### config.mk
export PLATFORM = sky130hd
export DESIGN_NAME = clk_div_multi_flat
export DESIGN_NICKNAME = d
export VERILOG_FILES = /design/src/rtl/clk_div_multi_if.sv /design/src/rtl/clk_div_multi.sv /design/src/flat_wrapper.sv
export SDC_FILE = /design/constraint.sdc
export NUM_CORES = 1
export LEC_CHECK = 0
export CAP_MARGIN = 20
export CORE_MARGIN = 2
export CORE_UTILIZATION = 55
export CTS_BUF_LIST = sky130_fd_sc_hd__clkbuf_2 sky130_fd_sc_hd__clkbuf_4 sky130_fd_sc_hd__clkbuf_8
export DETAILED_ROUTE_END_ITERATION = 8
export PLACE_DENSITY = 0.79
export SLEW_MARGIN = 30
export SYNTH_ARGS = -nofsm -noshare
export SYNTH_HDL_FRONTEND = slang
export SYNTH_SLANG_ARGS = --single-unit
### constraint.sdc
create_clock -name clk -period 4.9 [get_ports clk]
set_input_delay 1.47 -clock clk [delete_from_list [all_inputs] [get_ports clk]]
set_output_delay 1.47 -clock clk [all_outputs]
set_load 0.02 [all_outputs]
### src/rtl/clk_div_multi_if.sv
// clk_div_multi_if
//   Bundles the control, configuration and output signals of the
//   multi-channel clock/tick divider.
//
//   Signals:
//     en       per-channel run enable
//     sync_clr synchronous realign of every channel
//     cfg_we   configuration write strobe (one cycle)
//     cfg_ch   channel addressed by the write
//     cfg_div  new period in clk cycles
//     cfg_high new high-time in clk cycles
//     out      per-channel divided level
//     tick     one-cycle pulse at each period end
//     busy     per-channel "new config waiting for period boundary"
//
//   Handshake: there is no valid/ready pair. cfg_we is a strobe that is
//   always accepted in the cycle it is high; busy only reports that the
//   accepted values are still waiting for the channel's period boundary
//   and never back-pressures the writer.
//
//   Modports: master drives control/config and observes outputs;
//   slave is the divider itself.

interface clk_div_multi_if #(
    parameter int NUM_CH = 4,
    parameter int CNT_W  = 32,
    parameter int CH_W   = (NUM_CH > 1) ? $clog2(NUM_CH) : 1
);
    logic [NUM_CH-1:0] en;
    logic              sync_clr;
    logic              cfg_we;
    logic [CH_W-1:0]   cfg_ch;
    logic [CNT_W-1:0]  cfg_div;
    logic [CNT_W-1:0]  cfg_high;
    logic [NUM_CH-1:0] out;
    logic [NUM_CH-1:0] tick;
    logic [NUM_CH-1:0] busy;

    modport master (
        output en, sync_clr, cfg_we, cfg_ch, cfg_div, cfg_high,
        input  out, tick, busy
    );

    modport slave (
        input  en, sync_clr, cfg_we, cfg_ch, cfg_div, cfg_high,
        output out, tick, busy
    );
endinterface

### src/rtl/clk_div_multi.sv
// clk_div_multi
//   Multi-channel, run-time programmable clock/tick divider. Each channel
//   counts 0..A-1 (A = active period) and produces a registered level
//   out = (cnt < HA) and a registered one-cycle tick on the last count.
//   New settings written while a channel runs are held in a shadow and
//   only take effect at that channel's period boundary, so the output
//   never glitches mid-period.
//
//   Ports:
//     clk    system clock
//     rst_n  asynchronous active-low reset
//     bus    clk_div_multi_if.slave (en, sync_clr, cfg_*, out, tick, busy)
//
//   Parameters:
//     NUM_CH      number of channels (1..16)
//     CNT_W       counter / period / high-time width
//     DEFAULT_DIV reset period of every channel (< 2**CNT_W)

module clk_div_multi #(
    parameter int          NUM_CH      = 4,
    parameter int          CNT_W       = 32,
    parameter int unsigned DEFAULT_DIV = 50_000_000
) (
    input logic             clk,
    input logic             rst_n,
    clk_div_multi_if.slave  bus
);

    localparam int CH_W = (NUM_CH > 1) ? $clog2(NUM_CH) : 1;

    localparam logic [CNT_W-1:0] DEF_DIV  = CNT_W'(DEFAULT_DIV);
    localparam logic [CNT_W-1:0] DEF_HIGH = CNT_W'(DEFAULT_DIV / 2);

    // ------------------------------------------------------------------
    // Per-channel state
    // ------------------------------------------------------------------
    logic [CNT_W-1:0]  cnt_q   [NUM_CH];
    logic [CNT_W-1:0]  a_q     [NUM_CH];   // active period
    logic [CNT_W-1:0]  ha_q    [NUM_CH];   // active high-time
    logic [CNT_W-1:0]  sdiv_q  [NUM_CH];   // shadow period
    logic [CNT_W-1:0]  shigh_q [NUM_CH];   // shadow high-time
    logic [NUM_CH-1:0] pend_q;
    logic [NUM_CH-1:0] out_q;
    logic [NUM_CH-1:0] tick_q;

    logic [CNT_W-1:0]  cnt_d   [NUM_CH];
    logic [CNT_W-1:0]  a_d     [NUM_CH];
    logic [CNT_W-1:0]  ha_d    [NUM_CH];
    logic [CNT_W-1:0]  sdiv_d  [NUM_CH];
    logic [CNT_W-1:0]  shigh_d [NUM_CH];
    logic [NUM_CH-1:0] pend_d;
    logic [NUM_CH-1:0] out_d;
    logic [NUM_CH-1:0] tick_d;

    // ------------------------------------------------------------------
    // Per-channel qualifiers
    //   wr_hit : this channel is addressed by the current write. A cfg_ch
    //            value >= NUM_CH matches no channel, so such writes are
    //            dropped without a separate range check.
    //   run    : channel counts this cycle (enabled, not halted, no clear)
    //   wrap   : channel is on its last count of the period
    // ------------------------------------------------------------------
    logic [NUM_CH-1:0] wr_hit;
    logic [NUM_CH-1:0] run;
    logic [NUM_CH-1:0] wrap;

    always_comb begin
        wr_hit = '0;
        run    = '0;
        wrap   = '0;
        for (int c = 0; c < NUM_CH; c++) begin
            wr_hit[c] = bus.cfg_we && (bus.cfg_ch == CH_W'(c));
            run[c]    = bus.en[c] && (a_q[c] != '0) && !bus.sync_clr;
            // a_q != 0 whenever run is set, so a_q-1 cannot underflow here
            wrap[c]   = run[c] && (cnt_q[c] == (a_q[c] - CNT_W'(1)));
        end
    end

    // ------------------------------------------------------------------
    // Next-state logic
    // ------------------------------------------------------------------
    always_comb begin
        cnt_d   = cnt_q;
        a_d     = a_q;
        ha_d    = ha_q;
        sdiv_d  = sdiv_q;
        shigh_d = shigh_q;
        pend_d  = pend_q;
        out_d   = '0;
        tick_d  = '0;

        for (int c = 0; c < NUM_CH; c++) begin
            if (!run[c]) begin
                // Disabled, halted or being realigned: park the counter
                // at zero with both outputs low. Nothing is mid-period,
                // so settings can switch over right now. A coincident
                // write is newer than any shadow and wins.
                cnt_d[c] = '0;
                if (wr_hit[c]) begin
                    a_d[c]  = bus.cfg_div;
                    ha_d[c] = bus.cfg_high;
                end else if (pend_q[c]) begin
                    a_d[c]  = sdiv_q[c];
                    ha_d[c] = shigh_q[c];
                end
                pend_d[c] = 1'b0;
            end else begin
                // Outputs always reflect the settings of the period that
                // is finishing, including the wrap tick itself.
                out_d[c]  = (cnt_q[c] < ha_q[c]);
                tick_d[c] = wrap[c];

                if (wrap[c]) begin
                    cnt_d[c] = '0;
                    if (wr_hit[c]) begin
                        a_d[c]  = bus.cfg_div;
                        ha_d[c] = bus.cfg_high;
                    end else if (pend_q[c]) begin
                        a_d[c]  = sdiv_q[c];
                        ha_d[c] = shigh_q[c];
                    end
                    pend_d[c] = 1'b0;
                end else begin
                    cnt_d[c] = cnt_q[c] + CNT_W'(1);
                    if (wr_hit[c]) begin
                        // Last write before the boundary wins.
                        sdiv_d[c]  = bus.cfg_div;
                        shigh_d[c] = bus.cfg_high;
                        pend_d[c]  = 1'b1;
                    end
                end
            end
        end
    end

    // ------------------------------------------------------------------
    // State registers
    // ------------------------------------------------------------------
    always_ff @(posedge clk or negedge rst_n) begin
        if (!rst_n) begin
            for (int c = 0; c < NUM_CH; c++) begin
                cnt_q[c]   <= '0;
                a_q[c]     <= DEF_DIV;
                ha_q[c]    <= DEF_HIGH;
                sdiv_q[c]  <= '0;
                shigh_q[c] <= '0;
            end
            pend_q <= '0;
            out_q  <= '0;
            tick_q <= '0;
        end else begin
            for (int c = 0; c < NUM_CH; c++) begin
                cnt_q[c]   <= cnt_d[c];
                a_q[c]     <= a_d[c];
                ha_q[c]    <= ha_d[c];
                sdiv_q[c]  <= sdiv_d[c];
                shigh_q[c] <= shigh_d[c];
            end
            pend_q <= pend_d;
            out_q  <= out_d;
            tick_q <= tick_d;
        end
    end

    assign bus.out  = out_q;
    assign bus.tick = tick_q;
    assign bus.busy = pend_q;

endmodule

### src/flat_wrapper.sv
// flat-port wrapper written by rule: the top's interface ports become plain ports
module clk_div_multi_flat 
#(
    parameter int          NUM_CH      = 4,
    parameter int          CNT_W       = 32,
    parameter int unsigned DEFAULT_DIV = 50_000_000
)
  (clk, rst_n, bus_en, bus_sync_clr, bus_cfg_we, bus_cfg_ch, bus_cfg_div, bus_cfg_high, bus_out, bus_tick, bus_busy);
  clk_div_multi_if #(.NUM_CH(NUM_CH), .CNT_W(CNT_W)) bus_i ();
  input logic clk;
  input logic rst_n;
  input wire logic [$bits(bus_i.en)-1:0] bus_en;
  input wire logic [$bits(bus_i.sync_clr)-1:0] bus_sync_clr;
  input wire logic [$bits(bus_i.cfg_we)-1:0] bus_cfg_we;
  input wire logic [$bits(bus_i.cfg_ch)-1:0] bus_cfg_ch;
  input wire logic [$bits(bus_i.cfg_div)-1:0] bus_cfg_div;
  input wire logic [$bits(bus_i.cfg_high)-1:0] bus_cfg_high;
  output wire logic [$bits(bus_i.out)-1:0] bus_out;
  output wire logic [$bits(bus_i.tick)-1:0] bus_tick;
  output wire logic [$bits(bus_i.busy)-1:0] bus_busy;
  assign bus_i.en = bus_en;
  assign bus_i.sync_clr = bus_sync_clr;
  assign bus_i.cfg_we = bus_cfg_we;
  assign bus_i.cfg_ch = bus_cfg_ch;
  assign bus_i.cfg_div = bus_cfg_div;
  assign bus_i.cfg_high = bus_cfg_high;
  assign bus_out = bus_i.out;
  assign bus_tick = bus_i.tick;
  assign bus_busy = bus_i.busy;
  clk_div_multi #(.NUM_CH(NUM_CH), .CNT_W(CNT_W), .DEFAULT_DIV(DEFAULT_DIV)) u_core (.clk(clk), .rst_n(rst_n), .bus(bus_i));
endmodule
==> results of run 1 <==
final cells by class:
type	count	area share
repair buffers	145	0.0403
multi-input cells	2236	0.440
inverters	162	0.0154
flip-flops and latches	652	0.417
well taps	846	0.0268
clock buffers	162	0.0519
clock inverters	32	0.00859
diodes	4	0.000254
routing by layer:
metal / routed length, um / GRT usage / up-vias
li1: - / - / 12100
met1: 42400 / 0.416 / 13700
met2: 44200 / 0.453 / 1053
met3: 7650 / 0.0618 / 205
met4: 4950 / 0.153 / 0
met5: 0 / 0 / -
report_power, final:
| part | total (mW) | switching [mW] | leakage [nW] | internal [mW] |
|---|---|---|---|---|
| sequential | 7.42 | 0.920 | 7.95 | 6.50 |
| clock | 5.28 | 2.29 | 1.27 | 2.99 |
| combinational | 2.86 | 1.36 | 7.59 | 1.50 |
| total | 15.6 | 4.57 | 16.8 | 11.0 |
synth_stat cells (all sizes together), types with 36 or more instances:
library cell | count | area share
a21o | 36 | 0.0077
a21oi | 52 | 0.0080
a22oi | 67 | 0.014
a2bb2oi | 191 | 0.057
and3 | 38 | 0.0068
buf | 63 | 0.010
clkbuf | 111 | 0.012
dfrtp | 556 | 0.40
dfstp | 96 | 0.072
ha | 136 | 0.048
inv | 162 | 0.017
mux2 | 259 | 0.083
nand2 | 102 | 0.011
nand3 | 88 | 0.013
nand4 | 54 | 0.0096
nor2 | 240 | 0.026
nor3 | 66 | 0.0094
nor4 | 48 | 0.0095
o22ai | 193 | 0.034
o2bb2ai | 65 | 0.016
xnor2 | 163 | 0.041
xor2 | 119 | 0.030
critical path: stages, from the launching register on:
cell and delay, ns:
dfrtp_1 0.46, inv_1 0.12, ha_1 0.20, nor3b_2 0.43, nand3_2 0.29, or4_1 0.53
a22oi_1 0.22, nand4_1 0.11, or4_1 0.42, a2111o_1 0.50, nand2_4 0.50, buf_4 0.36
a2bb2oi_1 0.09
stage by stage:
| stage | hold slack, ns | util | std cells |
|---|---|---|---|
| 2_1_floorplan | 0.456 | - | 3224 |
| 3_3_place_gp | 0.470 | 0.587 | 4040 |
| 5_1_grt | 0.507 | 0.625 | 4236 |
| 4_1_cts | 0.487 | 0.625 | 4234 |
| 3_5_place_dp | 0.475 | 0.587 | 4040 |
| 6_report | 0.486 | 0.625 | 4239 |
cell usage in the layout (no fill, tap or decap), drive strengths merged, types with 67 or more instances in the layout:
cell type,Yosys,final
a2bb2oi,191,191
mux2,259,259
o22ai,193,193
inv,162,166
dfrtp,556,556
nand3,88,88
a22oi,67,67
nor2,240,240
nand2,102,102
ha,136,136
dfstp,96,96
xor2,119,119
clkbuf,111,162
clkdlybuf4s50,0,84
xnor2,163,163
registers in the layout, indices dropped and copies added (netlist names):
register and cells:
u_core.bus.tick 4, u_core.sdiv_q 128, u_core.bus.busy 4, u_core.cnt_q 128
u_core.a_q 128, u_core.shigh_q 128, u_core.bus.out 4, u_core.ha_q 128
final timing paths:
path | depth (start not counted) | from | slack (ns) | end
worst max-delay path | 12 | u_core.a_q[0] | 0.53 | u_core.a_q[29]
worst min register to register | 1 | u_core.ha_q[51] | 0.49 | u_core.ha_q[51]
min in group asynchronous | 1 | rst_n | 0.60 | u_core.cnt_q[46]
worst min-delay path | 1 | u_core.ha_q[51] | 0.49 | u_core.ha_q[51]
max in group asynchronous | 3 | rst_n | 3.06 | u_core.ha_q[115]
worst max register to register | 12 | u_core.a_q[0] | 0.53 | u_core.a_q[29]
cell families (layout without fill, tap and decap cells):
| kind of cell | count (synthesis) | count (layout) | synth area share |
|---|---|---|---|
| mux | 267 | 267 | 0.0854 |
| fa+ha+maj | 136 | 136 | 0.0485 |
| flops | 652 | 652 | 0.468 |
| other cells | 0 | 4 | 0 |
| xor+xnor | 282 | 282 | 0.0704 |
| simple gates | 800 | 800 | 0.119 |
| compound gates | 751 | 751 | 0.169 |
| buf+inv | 336 | 501 | 0.0392 |
==> out/results.txt, run 1 <==
Outcome: completed
DP Area: 37000 um^2
CTS tree: built
Nets: 3510
Initial antenna violation count: 3
Final worst slack: 0.527 ns
CTS Buf Count: 103
Final antenna-violating net count: 0
Crit path DAT: 4.96 ns
Clock Skews: 0.0400 ns
Core Rows: 92
Unrepaired setup endpoints after global routing: false
Die area: 65800 um^2
Post-synthesis sequential area ratio: 0.468
Max-slew violations: 0
Final setup fails: 0
First-pass GRT wire length: 155 mm
Post-CTS Hold Buffers: 0
Drt pass-1 iters: 7
Tightest Pin Transition: 0.908 ns
Synth cell types: 80
Die height: 257 um
Post-CTS resize count: 0
Element type at the critical path end: flop
Worst-path clk slew: 0.07 ns
WL final: 99.2 mm
Post-synth EDFFs: 0
Syn nets: 3434
Relative slew slack: 0.393
Critical Path Start Type: flop
# fillers: 4987
Final total power: 15.6 mW
Routability cong.: 0.955
CTS max path bufs: 3
Asr flop ratio synth: 1.00
Worst-Skew Late Latency: 0.74 ns
H-tree depth: 3
Final Hold Fails: 0
Initial Util: 0.556
Tot GR Track Use: 0.302
Area of the multi-input gates: 17400 um^2
Postcts setup bufs: 0
Fmax: 229 MHz
Period utilisation layout: 0.892
Hold crit path type: reg2reg
Critical path class: reg2reg
Synthesized instance count: 3224
DP Worst Slack: 0.544 ns
CTS root buf: clkbuf_8
Synthesized area per cell: 10.9 um^2
Largest net degree at the start of global routing: 107
Routed vias: 27100
Drt via density: 6.38
Yosys synthesis warning count: 0
I/O Buffers: 85
Share of cells above drive strength 1: 0.207
Die extent in x: 257 um
Overflow after GRT: 0
Sequential Area: 16400 um^2
Crit path time final: 4.37 ns
Core area: 63100 um^2
Vias in the first global route: 26500
Area growth from synthesis to layout: 12.4%
Static Leak: 16.8 nW
Mapped cell area: 35100 um^2
Worst EP required: 5.48 ns
Post-DP HPWL: 66.1 mm
Clock Sinks: 652
Main synth FF type: dfrtp_1
DRT iter0 DRCs: 2415
Avg WL per Cell: 23.4 um
Ports: 86
Number of max-cap violations: 0
Peak supply drop: 0.000225 V
Power Density: 394 nW/um^2
Setup tns final: 0 ns
#FFs+latches synth: 652
Crit-path max FO: 45
DRC Markers: 0
Design Area, Final: 39500 um^2
No activity file was read; power rests on OpenSTA's default activity.
==> run 2, diff against run 1 <==
Settings changed: TNS_END_PERCENT set to 100.
==> results of run 2 <==
Final layout, timing and power as in run 1 (identical DEF).
